File: src/rtl/cache_ctrl.sv
// cache_ctrl: request sequencer for a tag_mem-based cache with read-allocate fills and write-through.
// Define CACHE_CTRL_STATS_EN to add saturating hit_cnt/miss_cnt statistics outputs.
module cache_ctrl (
    input  logic        clk,
    input  logic        reset_n,
    input  logic        cpu_req,
    input  logic        cpu_we,
    input  logic [13:0] cpu_addr,
    output logic        cpu_ready,
    output logic        cpu_hit,
    output logic        busy,
    output logic [13:0] tm_addr,
    output logic        tm_wr,
    output logic        tm_md,
    input  logic        tm_hit,
    input  logic [2:0]  tm_chan,
    output logic        mem_req,
    output logic        mem_we,
    output logic [13:0] mem_addr,
    input  logic        mem_ack
`ifdef CACHE_CTRL_STATS_EN
    ,
    output logic [15:0] hit_cnt,
    output logic [15:0] miss_cnt
`endif
);

    typedef enum logic [2:0] {
        IDLE,
        LOOKUP,
        CHECK,
        FILL,
        TAG_WR,
        WT,
        RESP
    } state_t;

    state_t      state, state_nxt;
    logic [13:0] addr, addr_nxt;
    logic        we, we_nxt;
    logic        hit, hit_nxt;
    logic        cpu_ready_nxt, cpu_hit_nxt;
    logic        tm_wr_nxt, tm_md_nxt;
    logic        mem_req_nxt, mem_we_nxt;
    logic [13:0] mem_addr_nxt;

    // The hit way is not needed to sequence a request; tag_mem tracks it itself.
    logic unused_chan;
    assign unused_chan = ^tm_chan;

    always_comb begin
        state_nxt     = state;
        addr_nxt      = addr;
        we_nxt        = we;
        hit_nxt       = hit;
        cpu_ready_nxt = 1'b0;
        cpu_hit_nxt   = 1'b0;
        tm_wr_nxt     = 1'b0;
        tm_md_nxt     = 1'b0;
        mem_req_nxt   = 1'b0;
        mem_we_nxt    = mem_we;
        mem_addr_nxt  = mem_addr;

        case (state)
            IDLE: begin
                if (cpu_req) begin
                    addr_nxt  = cpu_addr;
                    we_nxt    = cpu_we;
                    state_nxt = LOOKUP;
                end
            end
            LOOKUP: begin
                state_nxt = CHECK;
            end
            CHECK: begin
                hit_nxt = tm_hit;
                if (!we && tm_hit) begin
                    state_nxt     = RESP;
                    cpu_ready_nxt = 1'b1;
                    cpu_hit_nxt   = 1'b1;
                end else if (!we) begin
                    state_nxt    = FILL;
                    mem_req_nxt  = 1'b1;
                    mem_we_nxt   = 1'b0;
                    mem_addr_nxt = {addr[13:6], 6'b0};
                end else if (tm_hit) begin
                    // Touch the line first; the write-through starts on the following cycle.
                    state_nxt = WT;
                    tm_md_nxt = 1'b1;
                end else begin
                    state_nxt    = WT;
                    mem_req_nxt  = 1'b1;
                    mem_we_nxt   = 1'b1;
                    mem_addr_nxt = addr;
                end
            end
            FILL: begin
                if (mem_ack) begin
                    state_nxt = TAG_WR;
                    tm_wr_nxt = 1'b1;
                end else begin
                    mem_req_nxt = 1'b1;
                end
            end
            TAG_WR: begin
                state_nxt     = RESP;
                cpu_ready_nxt = 1'b1;
            end
            WT: begin
                if (tm_md) begin
                    mem_req_nxt  = 1'b1;
                    mem_we_nxt   = 1'b1;
                    mem_addr_nxt = addr;
                end else if (mem_ack) begin
                    state_nxt     = RESP;
                    cpu_ready_nxt = 1'b1;
                    cpu_hit_nxt   = hit;
                end else begin
                    mem_req_nxt = 1'b1;
                end
            end
            RESP: begin
                state_nxt = IDLE;
            end
            default: begin
                state_nxt = IDLE;
            end
        endcase
    end

    always_ff @(posedge clk or posedge reset_n) begin
        if (reset_n) begin
            state     <= IDLE;
            addr      <= '0;
            we        <= 1'b0;
            hit       <= 1'b0;
            cpu_ready <= 1'b0;
            cpu_hit   <= 1'b0;
            busy      <= 1'b0;
            tm_addr   <= '0;
            tm_wr     <= 1'b0;
            tm_md     <= 1'b0;
            mem_req   <= 1'b0;
            mem_we    <= 1'b0;
            mem_addr  <= '0;
        end else begin
            state     <= state_nxt;
            addr      <= addr_nxt;
            we        <= we_nxt;
            hit       <= hit_nxt;
            cpu_ready <= cpu_ready_nxt;
            cpu_hit   <= cpu_hit_nxt;
            busy      <= (state_nxt != IDLE);
            tm_addr   <= addr_nxt;
            tm_wr     <= tm_wr_nxt;
            tm_md     <= tm_md_nxt;
            mem_req   <= mem_req_nxt;
            mem_we    <= mem_we_nxt;
            mem_addr  <= mem_addr_nxt;
        end
    end

`ifdef CACHE_CTRL_STATS_EN
    function automatic logic [15:0] sat_inc(input logic [15:0] v);
        return (v == 16'hFFFF) ? v : v + 16'd1;
    endfunction

    always_ff @(posedge clk or posedge reset_n) begin
        if (reset_n) begin
            hit_cnt  <= '0;
            miss_cnt <= '0;
        end else if (state == CHECK) begin
            if (tm_hit) begin
                hit_cnt <= sat_inc(hit_cnt);
            end else begin
                miss_cnt <= sat_inc(miss_cnt);
            end
        end
    end
`endif

endmodule
File: config.mk
export PLATFORM = sky130hd
export DESIGN_NAME = cache_ctrl
export DESIGN_NICKNAME = d
export VERILOG_FILES = /design/src/rtl/cache_ctrl.sv
export SDC_FILE = /design/constraint.sdc
export NUM_CORES = 1
export LEC_CHECK = 0
export CAP_MARGIN = 20
export CORE_UTILIZATION = 44
export CTS_BUF_LIST = sky130_fd_sc_hd__clkbuf_8 sky130_fd_sc_hd__clkbuf_16
export CTS_CLUSTER_DIAMETER = 50
export CTS_CLUSTER_SIZE = 30
export DETAILED_ROUTE_END_ITERATION = 10
export PLACE_DENSITY = 0.83
export SLEW_MARGIN = 20
export SYNTH_ARGS = -nofsm -noshare
export SYNTH_HDL_FRONTEND = slang
export SYNTH_SLANG_ARGS = --single-unit
export TNS_END_PERCENT = 100
File: constraint.sdc
create_clock -name clk -period 1.9 [get_ports clk]
set_input_delay 0.475 -clock clk [delete_from_list [all_inputs] [get_ports clk]]
set_output_delay 0.475 -clock clk [all_outputs]
set_load 0.02 [all_outputs]
==> flow_summary.yaml, run 1 <==
outcome:
  status: "finished, final reports clean"
min_path:
  hold_path_class: "flop to flop"
  hold_depth: 1
  hold_start: "mem_we"
  worstHoldEndpoint: "mem_we"
sta:
  slew_headroom_pct: 65.30
  max_slew.worst_pin.slew_ns: 0.5205
  fin_hold_ws_ns: 0.4934
  finalSetupViolations: 0
  final.setup.tns_ns: 0
  worst_clock_skew_ns: 0.006013
  period_needed_ns: 1.822
  fmax_ghz: 0.5490
  rsz0062_at_grt: "false"
  hold_viol: 0
  slew_violations: 0
  fin_crit_sh_pct: 95.88
final_layout:
  fin_util_pct: 67.82
  fin_nets: 201
  drive_above_1_share_pct: 25.14
  antenna_cells: 0
  area_growth_pct: 42.53
  nFillCells: 270
  final_area_sq_um: 2352
yosys:
  synth_edf_count: 0
  ys_ff_latch: 40
  synth_cell_types: 24
  async_flop_share_pct: 100.0
  synth_flop_cell: "dfrtp_1"
  syn-cell-area_sq_um: 1650
  yosysWarnings: 0
  yosysTopAreaCell: "dfrtp_1"
  yosysMostFrequentCell: "dfrtp_1"
  synth-seq-area-share_pct: 60.65
  synthTopCellsByCount: "40 x dfrtp_1, 24 x mux2_2, 10 x buf_4, 7 x nand2_1"
  synth.avg_cell_area_sq_um: 13.75
  synth.net_count: 143
  synth.area.top_cells: "dfrtp_1 61%, mux2_2 16%, buf_4 4.5%, a22o_1 3.2%, nand2_1 1.6%"
  synth_top_area_share_pct: 60.65
  synthCells: 120
setup_path:
  crit_slowest_cell: "clkdlybuf4s50_1"
  cpLargestDelayFamily: "buffers and inverters"
  worst-setup-path-type: "flop to output port"
  slowest_delay_ns: 0.63
  start_kind: "flop"
  path_buf_inv: 1
  reg2reg_slack_ns: 0.22
  regToRegEndpoint: "busy"
  reg2reg_depth: 5
  crit_fanout: 4
  cp_num_cells: 1
  cp.arrival_ns: 1.35
  end_kind: "output port"
  crit_required_ns: 1.42
  reg2reg_from: "state[0]"
  worstPathCellList: "clkdlybuf4s50_1"
clock_tree:
  numCtsBuffers: 5
  cts.repair.resized: 1
  cts_max_level: 2
  cts_sinks: 40
  cts_tree: "done"
  cts_root_buf: "clkbuf_8"
  post_cts.repair.setup_buffers: 0
  clk_latency_ns: 0.28
  clockBufferDepth: 2
  ctsHoldBuffers: 0
  clk_pin_slew_ns: 0.08
placement:
  hpwlAfterDp_microns: 2438
  numPortBuffers: 54
  place.gp.congestion: 0.9959
  place_area_sq_um: 2246
global_routing:
  grt_use_total_pct: 18.11
  grt_overflow: 0
  antenna_found_initial: 0
  grt_pass1_wl_microns: 5444
  grt_pass1_vias: 1173
  grt_max_degree: 41
drt:
  drt-pass1-iter-count: 4
  viasPerCell: 5.098
  drtIter0Drc: 90
  antenna_left: 0
  via_count: 1147
  drc: 0
  drt_wl_total_microns: 3271
  avgRoutedWirePerCell_microns: 14.54
run:
  cap_violations: 0
pwr:
  peakVddDrop_uv: 843.1
  total_power_mw: 4.235
  leakage_nw: 1.006
  powerDensity_nw_per_um2: 1801
floorplanning:
  dieArea_sq_um: 4000
  coreArea_sq_um: 3468
  die_h_microns: 63.25
  num_rows: 21
  start_util_pct: 47.58
  die_width_microns: 63.25
  pin_count: 58
==> cell type report <==
type	count	area, sq um	share of cell area [%]
sequential	40	1001	42.55
timing repair buffer	64	628.1	26.70
multi-input combinational	66	564.3	23.99
clock buffer	6	82.58	3.511
tap	46	57.56	2.447
clock inverter	2	15.01	0.6383
inverter	1	3.754	0.1596
==> kinds of logic after synthesis <==
group | after synthesis | share of synthesized area (%)
AOI/OAI and AO/OA | 17 | 7.885
buffers and inverters | 14 | 5.686
DFF | 40 | 60.65
muxes | 24 | 16.38
and+or+nand+nor | 25 | 9.401
==> worst max path at each step <==
stage | from | endpoint
after floorplan | state[2] | addr[0]
after global placement | tm_hit | mem_addr[10]
after detailed placement | tm_hit | mem_addr[6]
after CTS | tm_md | tm_md
after global routing | mem_ack | busy
final | tm_md | tm_md
==> sequential cells by signal (all words and copies together) (netlist names) <==
signal / cells
cpu_hit: 1
busy: 1
hit: 1
tm_wr: 1
tm_md: 1
we: 1
state: 3
mem_req: 1
mem_addr: 14
mem_we: 1
cpu_ready: 1
addr: 14
==> metrics by stage <==
stage | setup WS [ns] | std cells
3_5_place_dp | -0.3945 | 217
4_1_cts | 0.06794 | 225
3_3_place_gp | -0.3843 | 217
6_report | 0.07837 | 225
2_1_floorplan | 0.2654 | 120
5_1_grt | 0.02304 | 225
==> power breakdown <==
part           switching [mW]  internal, mW  leakage (nW)
sequential              0.265          1.26         0.492
clock                   0.274         0.293        0.0434
combinational           0.997          1.14         0.471
total                    1.54          2.70          1.01
==> placed cells by master (no fill, tap or decap), types with 4 or more instances in the layout <==
cell              n
a22o_1            6
buf_4             9
nor2_1            6
nand2_1           7
dfrtp_1          40
o21ai_0           4
mux2_2           24
clkbuf_8          6
nor2b_1           4
clkdlybuf4s50_1  54
==> layer usage <==
metal	up-vias	share of wire, %	track usage, %
met2	57	52	31.05
met3	9	5.8	4.710
met1	548	39	20.43
met5	-	0	0
li1	533	-	-
met4	0	2.7	9.943
Power figures use the tool's default switching activity.
==> run 2, diff against run 1 <==
- ABC_CLOCK_PERIOD_IN_PS: default -> 1900
- CORE_ASPECT_RATIO: default -> 0.8
==> flow_summary.yaml, run 2 (synthesis gave the netlist of run 1 again) <==
floorplanning:
  pin_count: 58
  num_rows: 19
  coreArea_sq_um: 3518
  dieArea_sq_um: 4001
  start_util_pct: 46.91
  die_h_microns: 56.78
  die_width_microns: 70.47
pwr:
  powerDensity_nw_per_um2: 1810
  peakVddDrop_uv: 1105
  leakage_nw: 1.020
  p_int_mw: 2.718
  swShare_pct: 36.19
  p_comb_share_pct: 49.4
  seqPwrFrac_pct: 37.3
  power_switching_mw: 1.542
  clock_power_share_pct: 13.3
setup_path:
  reg2reg_depth: 4
  crit_required_ns: 1.42
  start_kind: "flop"
  crit_fanout: 4
  reg2reg_from: "state[0]"
  slowest_delay_ns: 0.64
  crit_slowest_cell: "clkdlybuf4s50_1"
  end_kind: "output port"
  worstPathCellList: "clkdlybuf4s50_1"
  regToRegEndpoint: "busy"
  cpLargestDelayFamily: "buffers and inverters"
  cp.arrival_ns: 1.37
  path_buf_inv: 1
  worst-setup-path-type: "flop to output port"
  reg2reg_slack_ns: 0.25
sta:
  fmax_ghz: 0.5420
  slew_headroom_pct: 72.20
  hold_viol: 0
  worst_clock_skew_ns: 0.006018
  period_needed_ns: 1.845
  fin_crit_sh_pct: 97.11
  max_slew.worst_pin.slew_ns: 0.4158
  finalSetupViolations: 0
  final.setup.tns_ns: 0
  fin_hold_ws_ns: 0.4918
  rsz0062_at_grt: "false"
  slew_violations: 0
global_routing:
  grt_overflow: 0
  grt_pass1_wl_microns: 5492
  antenna_found_initial: 0
  grt_pass1_vias: 1153
  grt_max_degree: 25
  grt_use_total_pct: 18.57
clock_tree:
  cts_sinks: 40
  cts.repair.resized: 0
  cts_tree: "done"
  numCtsBuffers: 5
  clk_latency_ns: 0.29
  cts_root_buf: "clkbuf_8"
  clockBufferDepth: 2
  clk_pin_slew_ns: 0.07
  cts_max_level: 2
  post_cts.repair.setup_buffers: 0
  ctsHoldBuffers: 0
run:
  cap_violations: 0
drt:
  drc: 4
  drtIter0Drc: 48
  drt_wl_total_microns: 3229
  via_count: 1143
  avgRoutedWirePerCell_microns: 14.55
  viasPerCell: 5.149
  drt-pass1-iter-count: 6
  antenna_left: 0
final_layout:
  final_cell_mix: "54 x clkdlybuf4s50_1, 40 x dfrtp_1, 24 x mux2_2"
  nFillCells: 266
  antenna_cells: 0
  seqCellArea_sq_um: 1001
  multi_input_area_sq_um: 555.5
  final_common_cell: "clkdlybuf4s50_1"
  drive_above_1_share_pct: 25.56
  area_growth_pct: 42.61
  top_regs: "addr x14, mem_addr x14, state x3"
  fin_nets: 202
outcome:
  failed_checks: "design-rule violations"
  status: "finished, violations left"
min_path:
  hold_start: "mem_we"
  hold_depth: 1
  worstHoldEndpoint: "mem_we"
  hold_path_class: "flop to flop"
placement:
  numPortBuffers: 54
  hpwlAfterDp_microns: 2435
  place.gp.congestion: 0.7855
## run 2: changes by cell type in the layout (fill, tap and decap cells not counted)
cell        change
a31oi_2         +1
clkinvlp_4      -2
buf_12          +1
clkinv_2        +2
a31oi_4         -1
## run 2: area by class of cell
class,instances,area share [%]
clock buffers,6,3.509
well taps,42,2.233
clock inverters,2,0.4253
repair buffers,65,27.54
multi-input cells,66,23.60
inverters,1,0.1595
flip-flops and latches,40,42.53
## run 2: power groups by stage
stage          registers (mW)  clock network (mW)  logic [mW]
3_5_place_dp             1.61                   0        2.12
3_3_place_gp             1.57                   0        2.08
6_report                 1.59               0.566        2.10
4_1_cts                  1.59               0.588        2.13
5_1_grt                  1.66               0.622        2.24
2_1_floorplan            1.81                   0        1.00
## run 2: routing by layer
metal | up-vias | global-route usage [%] | wire [microns]
li1 | 538 | - | -
met1 | 559 | 21.83 | 1355
met3 | 9 | 7.002 | 224
met5 | - | 0 | 0
met2 | 37 | 29.82 | 1579
met4 | 0 | 9.621 | 70
## run 2: worst max-delay path by stage
stage,depth (start not counted),startpoint,endpoint
after floorplan,4,state[2],addr[0]
after global placement,5,tm_hit,mem_addr[6]
after detailed placement,5,mem_ack,busy
after CTS,1,tm_md,tm_md
after global routing,1,tm_md,tm_md
final,1,tm_md,tm_md
## run 2: per-stage QoR
stage	instance area (sq um)	total power [mW]	utilization (%)	worst slack [ns]	std cells
2_1_floorplan	1650	2.815	-	0.2654	120
3_3_place_gp	2261	3.655	64.26	-0.07191	214
4_1_cts	2354	4.308	66.89	0.03849	222
5_1_grt	2354	4.515	66.89	0.01877	222
6_report	2354	4.260	66.89	0.05492	222
3_5_place_dp	2261	3.726	64.26	-0.09951	214
